**src/rtl/mpc_arith_pkg.sv**
```systemverilog
// Shared arithmetic definitions for the MPC cost-evaluation datapath.
//   - NUM_STAGE_MIN / NUM_STAGE_MAX : legal pipeline depth range of mpc_mac_pipe
//   - side_t      : per-stage sideband record (valid, mode, acc_clr)
//   - clip_t      : result of a signed clip (overflow flag + clipped value)
//   - clip_signed : clip a signed value to the signed range of a target width
package mpc_arith_pkg;

  localparam int unsigned NUM_STAGE_MIN = 3;
  localparam int unsigned NUM_STAGE_MAX = 8;

  // Working width of the clip helper; every clipped quantity must fit in it.
  localparam int unsigned CLIP_W = 64;

  typedef struct packed {
    logic valid;
    logic mode;     // 0 = multiply, 1 = accumulate
    logic acc_clr;  // start a new sum (accumulate mode only)
  } side_t;

  typedef struct packed {
    logic                     ovf;
    logic signed [CLIP_W-1:0] value;
  } clip_t;

  // Clip val to [-2^(width-1), 2^(width-1)-1]; ovf reports that clipping occurred.
  function automatic clip_t clip_signed(input logic signed [CLIP_W-1:0] val,
                                        input int unsigned               width);
    logic signed [CLIP_W-1:0] hi;
    logic signed [CLIP_W-1:0] lo;
    clip_t                    res;
    hi        = (64'sd1 <<< (width - 1)) - 64'sd1;
    lo        = ~hi;
    res.ovf   = 1'b0;
    res.value = val;
    if (val > hi) begin
      res.value = hi;
      res.ovf   = 1'b1;
    end else if (val < lo) begin
      res.value = lo;
      res.ovf   = 1'b1;
    end
    return res;
  endfunction

endpackage

```
**src/rtl/mpc_mac_pipe_if.sv**
```systemverilog
// Sample/result bus of mpc_mac_pipe.
//   master : producer side - drives in_valid/a/b/mode/acc_clr, observes results
//   slave  : mpc_mac_pipe  - consumes the sample, drives out_valid/p/ovf
// Signal meanings: in_valid qualifies a/b/mode/acc_clr; out_valid qualifies p/ovf
// (consumer must also qualify with ce, since out_valid holds while ce=0).
interface mpc_mac_pipe_if #(
  parameter int unsigned A_W   = 16,
  parameter int unsigned B_W   = 6,
  parameter int unsigned OUT_W = 22
);
  logic                    in_valid;
  logic signed [A_W-1:0]   a;
  logic        [B_W-1:0]   b;
  logic                    mode;
  logic                    acc_clr;
  logic                    out_valid;
  logic signed [OUT_W-1:0] p;
  logic                    ovf;

  modport master (output in_valid, a, b, mode, acc_clr,
                  input  out_valid, p, ovf);
  modport slave  (input  in_valid, a, b, mode, acc_clr,
                  output out_valid, p, ovf);
endinterface

```
**src/rtl/mpc_sat_clip.sv**
```systemverilog
// Combinational signed clip of an IN_W-bit value to OUT_W bits.
//   val_i : signed input value
//   val_o : value clipped to the OUT_W signed range
//   ovf_o : 1 when val_i was outside the OUT_W signed range
module mpc_sat_clip
  import mpc_arith_pkg::*;
#(
  parameter int unsigned IN_W  = 33,
  parameter int unsigned OUT_W = 32
) (
  input  logic signed [IN_W-1:0]  val_i,
  output logic signed [OUT_W-1:0] val_o,
  output logic                    ovf_o
);

  clip_t                    res;
  // After clipping the bits above OUT_W are only sign copies.
  logic [CLIP_W-OUT_W-1:0]  unused_hi;

  assign res       = clip_signed(CLIP_W'(val_i), OUT_W);
  assign val_o     = res.value[OUT_W-1:0];
  assign unused_hi = res.value[CLIP_W-1:OUT_W];
  assign ovf_o     = res.ovf;

endmodule

```
**src/rtl/mpc_mac_pipe.sv**
```systemverilog
// Pipelined signed multiplier / multiply-accumulator for MPC cost evaluation.
//   clk     : rising-edge clock
//   reset_n : asynchronous active-low reset
//   ce      : clock enable, low freezes every register including valids
//   bus     : slave side of mpc_mac_pipe_if (sample in, result out)
// Latency NUM_STAGE cycles (S1 input regs, S2 product, S3..S(N-1) delay,
// SN result/accumulator), one sample per enabled cycle.
module mpc_mac_pipe
  import mpc_arith_pkg::*;
#(
  parameter int unsigned A_W       = 16,
  parameter int unsigned B_W       = 6,
  parameter bit          B_SIGNED  = 1'b0,
  parameter int unsigned OUT_W     = 22,
  parameter int unsigned ACC_W     = 32,
  parameter int unsigned NUM_STAGE = 4,
  parameter bit          SAT_EN    = 1'b1
) (
  input logic           clk,
  input logic           reset_n,
  input logic           ce,
  mpc_mac_pipe_if.slave bus
);

  localparam int unsigned PW    = A_W + B_W;
  localparam int unsigned SUM_W = ACC_W + 1;

  if (NUM_STAGE < NUM_STAGE_MIN || NUM_STAGE > NUM_STAGE_MAX) begin : g_bad_stage
    $error("mpc_mac_pipe: NUM_STAGE outside legal range");
  end
  if (ACC_W < PW) begin : g_bad_acc
    $error("mpc_mac_pipe: ACC_W must be >= A_W+B_W");
  end

  logic signed [A_W-1:0] a_q;
  logic        [B_W-1:0] b_q;
  logic signed [PW-1:0]  b_ext;
  logic signed [PW-1:0]  prod_d;
  side_t                 side_in;
  side_t                 side_q [1:NUM_STAGE-1];
  logic signed [PW-1:0]  prod_q [2:NUM_STAGE-1];

  assign side_in = '{valid: bus.in_valid, mode: bus.mode, acc_clr: bus.acc_clr};

  // Both operands widened to PW first; the true product always fits in PW.
  assign b_ext  = B_SIGNED ? PW'($signed(b_q)) : PW'(b_q);
  assign prod_d = PW'(a_q) * b_ext;

  // S1 input registers and S2 product register.
  always_ff @(posedge clk or negedge reset_n) begin
    if (!reset_n) begin
      // NOTE: data registers are reset as well as valids, so in-flight samples are discarded and outputs read zero.
      a_q       <= '0;
      b_q       <= '0;
      side_q[1] <= '0;
      prod_q[2] <= '0;
      side_q[2] <= '0;
    end else if (ce) begin
      // NOTE: non-blocking assignments so each stage captures the previous stage's pre-edge value.
      a_q       <= bus.a;
      b_q       <= bus.b;
      side_q[1] <= side_in;
      prod_q[2] <= prod_d;
      side_q[2] <= side_q[1];
    end
  end

  // S3..S(N-1): plain delay stages carrying the product and its sideband.
  for (genvar s = 3; s < NUM_STAGE; s++) begin : g_dly
    always_ff @(posedge clk or negedge reset_n) begin
      if (!reset_n) begin
        prod_q[s] <= '0;
        side_q[s] <= '0;
      end else if (ce) begin
        prod_q[s] <= prod_q[s-1];
        side_q[s] <= side_q[s-1];
      end
    end
  end

  // SN: result stage.
  side_t                   res_side;
  logic signed [PW-1:0]    res_prod;
  logic signed [ACC_W-1:0] acc_q, acc_d, prod_x, acc_sum_clip, r;
  logic signed [SUM_W-1:0] acc_sum;
  logic                    acc_sum_ovf, acc_ovf, out_ovf, ovf_d;
  logic signed [OUT_W-1:0] p_clip, p_d;
  logic                    out_valid_q, ovf_q;
  logic signed [OUT_W-1:0] p_q;

  assign res_side = side_q[NUM_STAGE-1];
  assign res_prod = prod_q[NUM_STAGE-1];
  assign prod_x   = ACC_W'(res_prod);
  // One guard bit so the raw sum is exact before clipping to ACC_W.
  assign acc_sum  = SUM_W'(acc_q) + SUM_W'(res_prod);

  mpc_sat_clip #(.IN_W(SUM_W), .OUT_W(ACC_W)) u_acc_clip (
    .val_i (acc_sum),
    .val_o (acc_sum_clip),
    .ovf_o (acc_sum_ovf)
  );

  mpc_sat_clip #(.IN_W(ACC_W), .OUT_W(OUT_W)) u_out_clip (
    .val_i (r),
    .val_o (p_clip),
    .ovf_o (out_ovf)
  );

  always_comb begin
    // NOTE: every output gets a default first, so no path leaves one unassigned and no latch is inferred.
    acc_d   = acc_q;
    r       = prod_x;
    acc_ovf = 1'b0;
    if (res_side.mode) begin
      if (res_side.acc_clr) begin
        acc_d = prod_x;
      end else begin
        acc_d   = acc_sum_clip;
        acc_ovf = acc_sum_ovf;
      end
      r = acc_d;
    end
    p_d   = SAT_EN ? p_clip : r[OUT_W-1:0];
    ovf_d = acc_ovf | out_ovf;
  end

  always_ff @(posedge clk or negedge reset_n) begin
    if (!reset_n) begin
      out_valid_q <= 1'b0;
      p_q         <= '0;
      ovf_q       <= 1'b0;
      acc_q       <= '0;
    end else if (ce) begin
      out_valid_q <= res_side.valid;
      // Non-valid stage slots leave result and accumulator untouched.
      if (res_side.valid) begin
        p_q   <= p_d;
        ovf_q <= ovf_d;
        acc_q <= acc_d;
      end
    end
  end

  assign bus.out_valid = out_valid_q;
  assign bus.p         = p_q;
  assign bus.ovf       = ovf_q;

endmodule
```
**src/flat_wrapper.sv**
```systemverilog
// flat-port wrapper written by rule: the top's interface ports become plain ports
module mpc_mac_pipe_flat import mpc_arith_pkg::*;
#(
  parameter int unsigned A_W       = 16,
  parameter int unsigned B_W       = 6,
  parameter bit          B_SIGNED  = 1'b0,
  parameter int unsigned OUT_W     = 22,
  parameter int unsigned ACC_W     = 32,
  parameter int unsigned NUM_STAGE = 4,
  parameter bit          SAT_EN    = 1'b1
)
  (clk, reset_n, ce, bus_in_valid, bus_a, bus_b, bus_mode, bus_acc_clr, bus_out_valid, bus_p, bus_ovf);
  mpc_mac_pipe_if #(.A_W(A_W), .B_W(B_W), .OUT_W(OUT_W)) bus_i ();
  input logic clk;
  input logic reset_n;
  input logic ce;
  input wire logic [$bits(bus_i.in_valid)-1:0] bus_in_valid;
  input wire logic [$bits(bus_i.a)-1:0] bus_a;
  input wire logic [$bits(bus_i.b)-1:0] bus_b;
  input wire logic [$bits(bus_i.mode)-1:0] bus_mode;
  input wire logic [$bits(bus_i.acc_clr)-1:0] bus_acc_clr;
  output wire logic [$bits(bus_i.out_valid)-1:0] bus_out_valid;
  output wire logic [$bits(bus_i.p)-1:0] bus_p;
  output wire logic [$bits(bus_i.ovf)-1:0] bus_ovf;
  assign bus_i.in_valid = bus_in_valid;
  assign bus_i.a = bus_a;
  assign bus_i.b = bus_b;
  assign bus_i.mode = bus_mode;
  assign bus_i.acc_clr = bus_acc_clr;
  assign bus_out_valid = bus_i.out_valid;
  assign bus_p = bus_i.p;
  assign bus_ovf = bus_i.ovf;
  mpc_mac_pipe #(.A_W(A_W), .B_W(B_W), .B_SIGNED(B_SIGNED), .OUT_W(OUT_W), .ACC_W(ACC_W), .NUM_STAGE(NUM_STAGE), .SAT_EN(SAT_EN)) u_core (.clk(clk), .reset_n(reset_n), .ce(ce), .bus(bus_i));
endmodule
```
**config.mk**
```make
export PLATFORM = sky130hd
export DESIGN_NAME = mpc_mac_pipe_flat
export DESIGN_NICKNAME = d
export VERILOG_FILES = /design/src/rtl/mpc_arith_pkg.sv /design/src/rtl/mpc_mac_pipe_if.sv /design/src/rtl/mpc_sat_clip.sv /design/src/rtl/mpc_mac_pipe.sv /design/src/flat_wrapper.sv
export SDC_FILE = /design/constraint.sdc
export NUM_CORES = 1
export LEC_CHECK = 0
export BUFFER_PORTS_ARGS = -buffer_cell sky130_fd_sc_hd__buf_2
export CORE_ASPECT_RATIO = 0.75
export CORE_MARGIN = 2
export CORE_UTILIZATION = 60
export CTS_BUF_LIST = sky130_fd_sc_hd__clkbuf_8 sky130_fd_sc_hd__clkbuf_16
export DETAILED_ROUTE_END_ITERATION = 10
export PLACE_DENSITY_LB_ADDON = 0.05
export SYNTH_ARGS = -nofsm -noshare
export SYNTH_HDL_FRONTEND = slang
export SYNTH_HIERARCHICAL = 1
export SYNTH_SLANG_ARGS = --single-unit
```
**constraint.sdc**
```tcl
create_clock -name clk -period 6.1 [get_ports clk]
set_clock_uncertainty 0.05 [all_clocks]
set_input_delay 0.61 -clock clk [delete_from_list [all_inputs] [get_ports clk]]
set_output_delay 0.61 -clock clk [all_outputs]
set_load 0.005 [all_outputs]
```
[After elaboration in Yosys (flattened, before gate mapping)]
Cells that the tools add are included.
Cells by class
  add/sub/neg operators: 1
  bitwise operators: 1
  divide/modulo/power cells: 0
  reduce and logical (&&, ||, !) cells: 2
  $mul: 1
  shift operators: 0
  muxes and demuxes: 8
  magnitude comparators: 4
  eq/ne operators: 0
Operators by type and width (count)
  65-bit 2-to-1 mux: 4
  32-bit 2-to-1 mux: 2
  32-bit by 22-bit adder with 33-bit output: 1
  33-bit by 32-bit > comparator with 1-bit output (second input constant): 1
  33-bit by 32-bit < comparator with 1-bit output (second input constant): 1
  32-bit by 22-bit > comparator with 1-bit output (second input constant): 1
  32-bit by 22-bit < comparator with 1-bit output (second input constant): 1
  16-bit by 7-bit multiplier with 22-bit output: 1
  3-bit AND reduction: 1
  1-bit 2-to-1 mux: 2
  2-bit AND reduction: 1
  1-bit OR: 1
Storage, ports and cells
  bits in registers: 131
  memories kept: 0
  input bits: 28
  ROM bits: 0
  memory bits (writable): 0
  latch bits: 0
  output and inout bits: 24

[Longest topological paths before layout]
  word-level depth: 10
  mapped depth: 21
  depth with buffers taken out: 19

[Modules after synthesis]
Netlist, hierarchy kept.
Modules (own cells, without submodules)
  mpc_mac_pipe: area an instance 10437.5 sq um, times used 1, seq. area each 3278.1 sq um, cells each 1061
  mpc_sat_clip (u_core.u_acc_clip): area an instance 643.1 sq um, times used 1, seq. area each 0.0 sq um, cells each 105
  mpc_sat_clip (u_core.u_out_clip): area an instance 425.4 sq um, times used 1, seq. area each 0.0 sq um, cells each 62

[Worst setup path after synthesis]
No wires, ideal clock.
  kind: register to register
  start point: register u_core.b_q[1]
  end point: register u_core/prod_q[43] (netlist bit)
  data arrival time: 4.800 ns
  cell stages (with the launch flop): 20
  data required time: 5.925 ns
  buffers on the path: 1
  path slack: 1.125 ns
  cell sequence: dfrtp_1 clkbuf_1 and2_1 fa_1 inv_1 fa_1 inv_1 fa_1 inv_1 fa_1 inv_1 ha_1 and3_4 a221oi_4 o2111ai_2 a31oi_4 o21ai_2 a311oi_2 xnor2_1 mux2_4
Between the ends
  cells in the longest elaborated chain, start to end: 1
RTL lines
  from (decl): line mpc_mac_pipe.sv:36  | logic [B_W-1:0] b_q;
  from (signal assigned): line mpc_mac_pipe.sv:61  | b_q <= bus.b;
  16-bit by 7-bit multiplier with 22-bit output: line mpc_mac_pipe.sv:47  | assign prod_d = PW'(a_q) * b_ext;
  to (decl): line mpc_mac_pipe.sv:41  | logic signed [PW-1:0] prod_q [2:NUM_STAGE-1];
Every way passes these cells.
A chain may end at the register's enable or synchronous reset.

[Worst setup path after layout]
  start point: register u_core.prod_q (netlist bit u_core/res_prod[4])
  end point: register u_core.ovf_q (netlist: u_core/bus.ovf)
Between the ends
  cells in the longest elaborated chain, start to end: 10
RTL lines
  from (signal, indexed assignment): line mpc_mac_pipe.sv:75  | prod_q[s] <= prod_q[s-1];
  32-bit by 22-bit adder with 33-bit output *: line mpc_mac_pipe.sv:95  | assign acc_sum = SUM_W'(acc_q) + SUM_W'(res_prod);
  net u_core.acc_sum[31]: line mpc_mac_pipe.sv:85  | logic signed [SUM_W-1:0] acc_sum;
  33-bit by 32-bit < comparator with 1-bit output: line mpc_arith_pkg.sv:38  | end else if (val < lo) begin
  65-bit 2-to-1 mux: line mpc_arith_pkg.sv:38
  65-bit 2-to-1 mux *: line mpc_arith_pkg.sv:35  | if (val > hi) begin
  net u_core.acc_sum_clip[27]: line mpc_mac_pipe.sv:84  | logic signed [ACC_W-1:0] acc_q, acc_d, prod_x, acc_sum_clip, r;
  32-bit 2-to-1 mux *: line mpc_mac_pipe.sv:115  | if (res_side.acc_clr) begin
  32-bit 2-to-1 mux *: line mpc_mac_pipe.sv:114  | if (res_side.mode) begin
  net u_core.r[27]: line mpc_mac_pipe.sv:84
  32-bit by 22-bit < comparator with 1-bit output: line mpc_arith_pkg.sv:38
  65-bit 2-to-1 mux: line mpc_arith_pkg.sv:38
  65-bit 2-to-1 mux *: line mpc_arith_pkg.sv:35
  net u_core.out_ovf: line mpc_mac_pipe.sv:86  | logic acc_sum_ovf, acc_ovf, out_ovf, ovf_d;
  1-bit OR *: line mpc_mac_pipe.sv:124  | ovf_d = acc_ovf | out_ovf;
  to (signal assigned): line mpc_mac_pipe.sv:138  | ovf_q <= ovf_d;
  to (decl): line mpc_mac_pipe.sv:88  | logic out_valid_q, ovf_q;
Mark *: on every way through the listed nets, which the timed path passes. The rest lies on a longest branch.

==> metrics.md <==
| Metric | Value |
|---|---|
| NumNets Final | ~1400 |
| Clk_lat worst skew | 420 ps |
| Gr usage total | approximately 28% |
| Clk root buf | clkbuf_16 |
| Worst r2r src | u_core/res_prod[4] |
| Ys Warns | 6 |
| Synthesis-to-layout area growth | 8.63% |
| Clk sinks | around 130 |
| Initial antenna violation count | 0 |
| Crit end category | register |
| Hold-fix buffers at CTS | 0 |
| Ranking of synthesized cells by area | dfrtp_1, fa_1, mux2_2 |
| CP Max Fanout | 23 |
| Area of the die | about 20000 um2 |
| CP Launch Type | register |
| CTS Buf Count | 17 |
| Reg2reg end | u_core/bus.ovf |
| Slew HR | about 21% |
| Setup Buffers After CTS | 0 |
| Core ar. | about 19000 um2 |
| Top-level I/O count | 52 |
| Max-cap violations | 0 |
| Max Slew Vio Count | 0 |
| Avg Cell Area, Syn | 9.37 um2 |
| TNS Setup | 0 ps |
| Die Ht | 124 um |
| Remaining routing DRC violations | 0 |
| Gp weighted congestion | around 0.88 |
| Status | finished clean |
| Average wire per standard cell | 17.2 um |
| Post-Syn Area | between 10000 and 15000 um2 |
| Initial Util | between 60% and 70% |
| Largest net degree at the start of global routing | 80 |
| WP data required | approximately 6300 ps |
| HPWL Detailed | 18500 um |
| Critical path class | register to register |
| Vias per cell | around 5.8 |
| Vias in the first global route | 8695 |
| FF+latch count, synth | ~130 |
| Clk buf depth | 2 |
| Most common cell after layout, fill and taps aside | nand2_1 |
| Number of flops mapped to enable cells by yosys | 0 |
| Port Buffer Count | approximately 50 |
| Most frequent cells in the layout | nand2_1, dfrtp_1, inv_1, mux2_2, and2_1 |
| Resize count post-CTS | 0 |
| Synth area leader | dfrtp_1 |
| Syn nets | around 1400 |
| Measured slew at the worst slew-check pin | roughly 1200 ps |
| Max Fclk | 181 MHz |
| Min-delay worst type | input pin to asynchronous set/reset pin |
| Cells after Synth | between 1000 and 1500 |
| Final Critical Period | 5520 ps |
| Final hold vios | 0 |
| Main flop type after synthesis | dfrtp_1 |
| Layout fillers | 1506 |
| Fin crit share | between 90 and 100% |
| Layout cell share with drive strength beyond 1 | between 10% and 20% |
| Post-synth cell types | 67 |
| Via total after detailed routing | 8701 |
| Antenna Nets Post-Route | 0 |
| Synth top area share | between 20% and 30% |
| Crit path DAT | between 5000 and 6000 ps |
| RSZ-0062 raised after global routing | no |
| First-pass GRT wire length | about 44000 um |
| CTS tree | yes |
| GRT overflow | 0 |
| Setup violators final | 0 |
| Die X | 164 um |
| Seq/Total Area, Yosys | about 28% |
| Cells on worst reg2reg path | 18 |
| Ant diodes | 0 |
| R2R Setup Slk | around 580 ps |
| DRT Pass-1 Iters | 5 |
| Num rows | between 40 and 50 |
| DR iter-0 viols | 563 |
| Share of flip-flops with an asynchronous set or reset | 100% |
| Htree depth | 4 |
| Post-Route WL | between 20000 and 30000 um |
| Clock transition at path regs | roughly 60 ps |
==> sequential cells by signal (all words and copies together), names as in the netlist <==
name	count
u_core/a_q	16
u_core/acc_q	32
u_core/b_q	6
u_core/res_side	3
u_core/side_q	6
u_core/bus.ovf	1
u_core/bus.out_valid	1
u_core/prod_q	22
u_core/res_prod	22
u_core/bus.p	22
==> worst max-delay path, cell delays in order, from the launching register on <==
cell and delay, ps:
dfrtp_1 430, ha_1 410, o21a_1 130, o21ai_0 100, nor4bb_1 600, o21ai_1 170
and2_1 200, a21boi_2 200, a221oi_2 110, xnor2_2 760, buf_4 380, nand2_1 100
o21ai_2 80, a21o_1 140, and4_1 930, nand4_1 180, o21a_1 170, a21oi_1 100
o21ai_0 80
==> cell families (layout without fill, tap and decap cells) <==
kind of cell	Yosys count	count (layout)	share of synthesized area (%)
compound gates	252	252	15.3
buf+inv	157	193	5.81
xor+xnor	50	50	3.81
mux	110	110	10.6
simple gates	387	387	16.4
fa+ha+maj	141	141	19.6
flops	131	131	28.5
==> cell usage after synthesis, types with 2 or more instances <==
cell and n:
nand2_1 165, dfrtp_1 131, inv_1 97, mux2_2 88, and2_1 80, ha_1 75, fa_1 66, a21oi_1 57
o21ai_0 57, nor2_1 49, clkbuf_1 39, xnor2_1 36, a21o_1 35, o21ai_2 31, nand4_1 24, a2bb2oi_1 21
mux2i_1 21, xor2_1 14, o21a_1 12, nand3_1 11, nor2_2 10, nor3_1 10, buf_2 9, nor2b_1 8
buf_6 6, o21bai_1 6, and3_1 5, nor4_1 5, nand2b_1 4, or3_1 4, a31oi_1 3, and4_1 3
buf_4 3, or2_2 3, a211oi_1 2, a311oi_2 2, buf_1 2, o2111ai_1 2, o311ai_0 2, o311ai_1 2
o31ai_1 2
==> stage by stage <==
step	worst slack, ps	util (%)	cell area, um2	cells	hold WS (ps)
finish	579	67.1	12500	1511	184
global route	249	67.1	12500	1511	240
CTS	669	67.1	12500	1511	209
detailed placement	694	64.0	11900	1480	418
global placement	825	64.0	11900	1480	418
floorplan	1120	-	11500	1228	264
==> worst max path at each step <==
stage / start / end / slack [ps] / cells past startpoint
2_1_floorplan: u_core/b_q[1] / u_core/prod_q[43] / 1120 / 19
5_1_grt: u_core/res_prod[4] / u_core/bus.ovf / 250 / 18
3_5_place_dp: u_core/b_q[3] / u_core/prod_q[43] / 690 / 18
6_report: u_core/res_prod[4] / u_core/bus.ovf / 580 / 18
3_3_place_gp: u_core/b_q[3] / u_core/prod_q[43] / 820 / 18
4_1_cts: u_core/b_q[3] / u_core/prod_q[43] / 670 / 18
==> layer usage <==
| metal | part of all wire [%] | GRT usage (%) | vias to the layer above |
|---|---|---|---|
| met5 | 0 | 0 | - |
| met4 | 0.62 | 5.10 | 0 |
| met2 | 44 | 43.2 | 198 |
| met1 | 50 | 40.5 | 4245 |
| li1 | - | - | 4247 |
| met3 | 5.7 | 5.93 | 11 |
==> area by class of cell <==
type	instances	area (um2)	share of cell area, %
Sequential cell	131	3280	26.2
Tap cell	247	309	2.47
Multi-Input combinational cell	940	7590	60.7
Clock buffer	17	425	3.40
Clock inverter	14	155	1.24
Inverter	97	364	2.91
Timing Repair Buffer	65	382	3.05
Power is not shown: default switching activity piles up to over one toggle a cycle in this logic, so the estimate is an artifact.
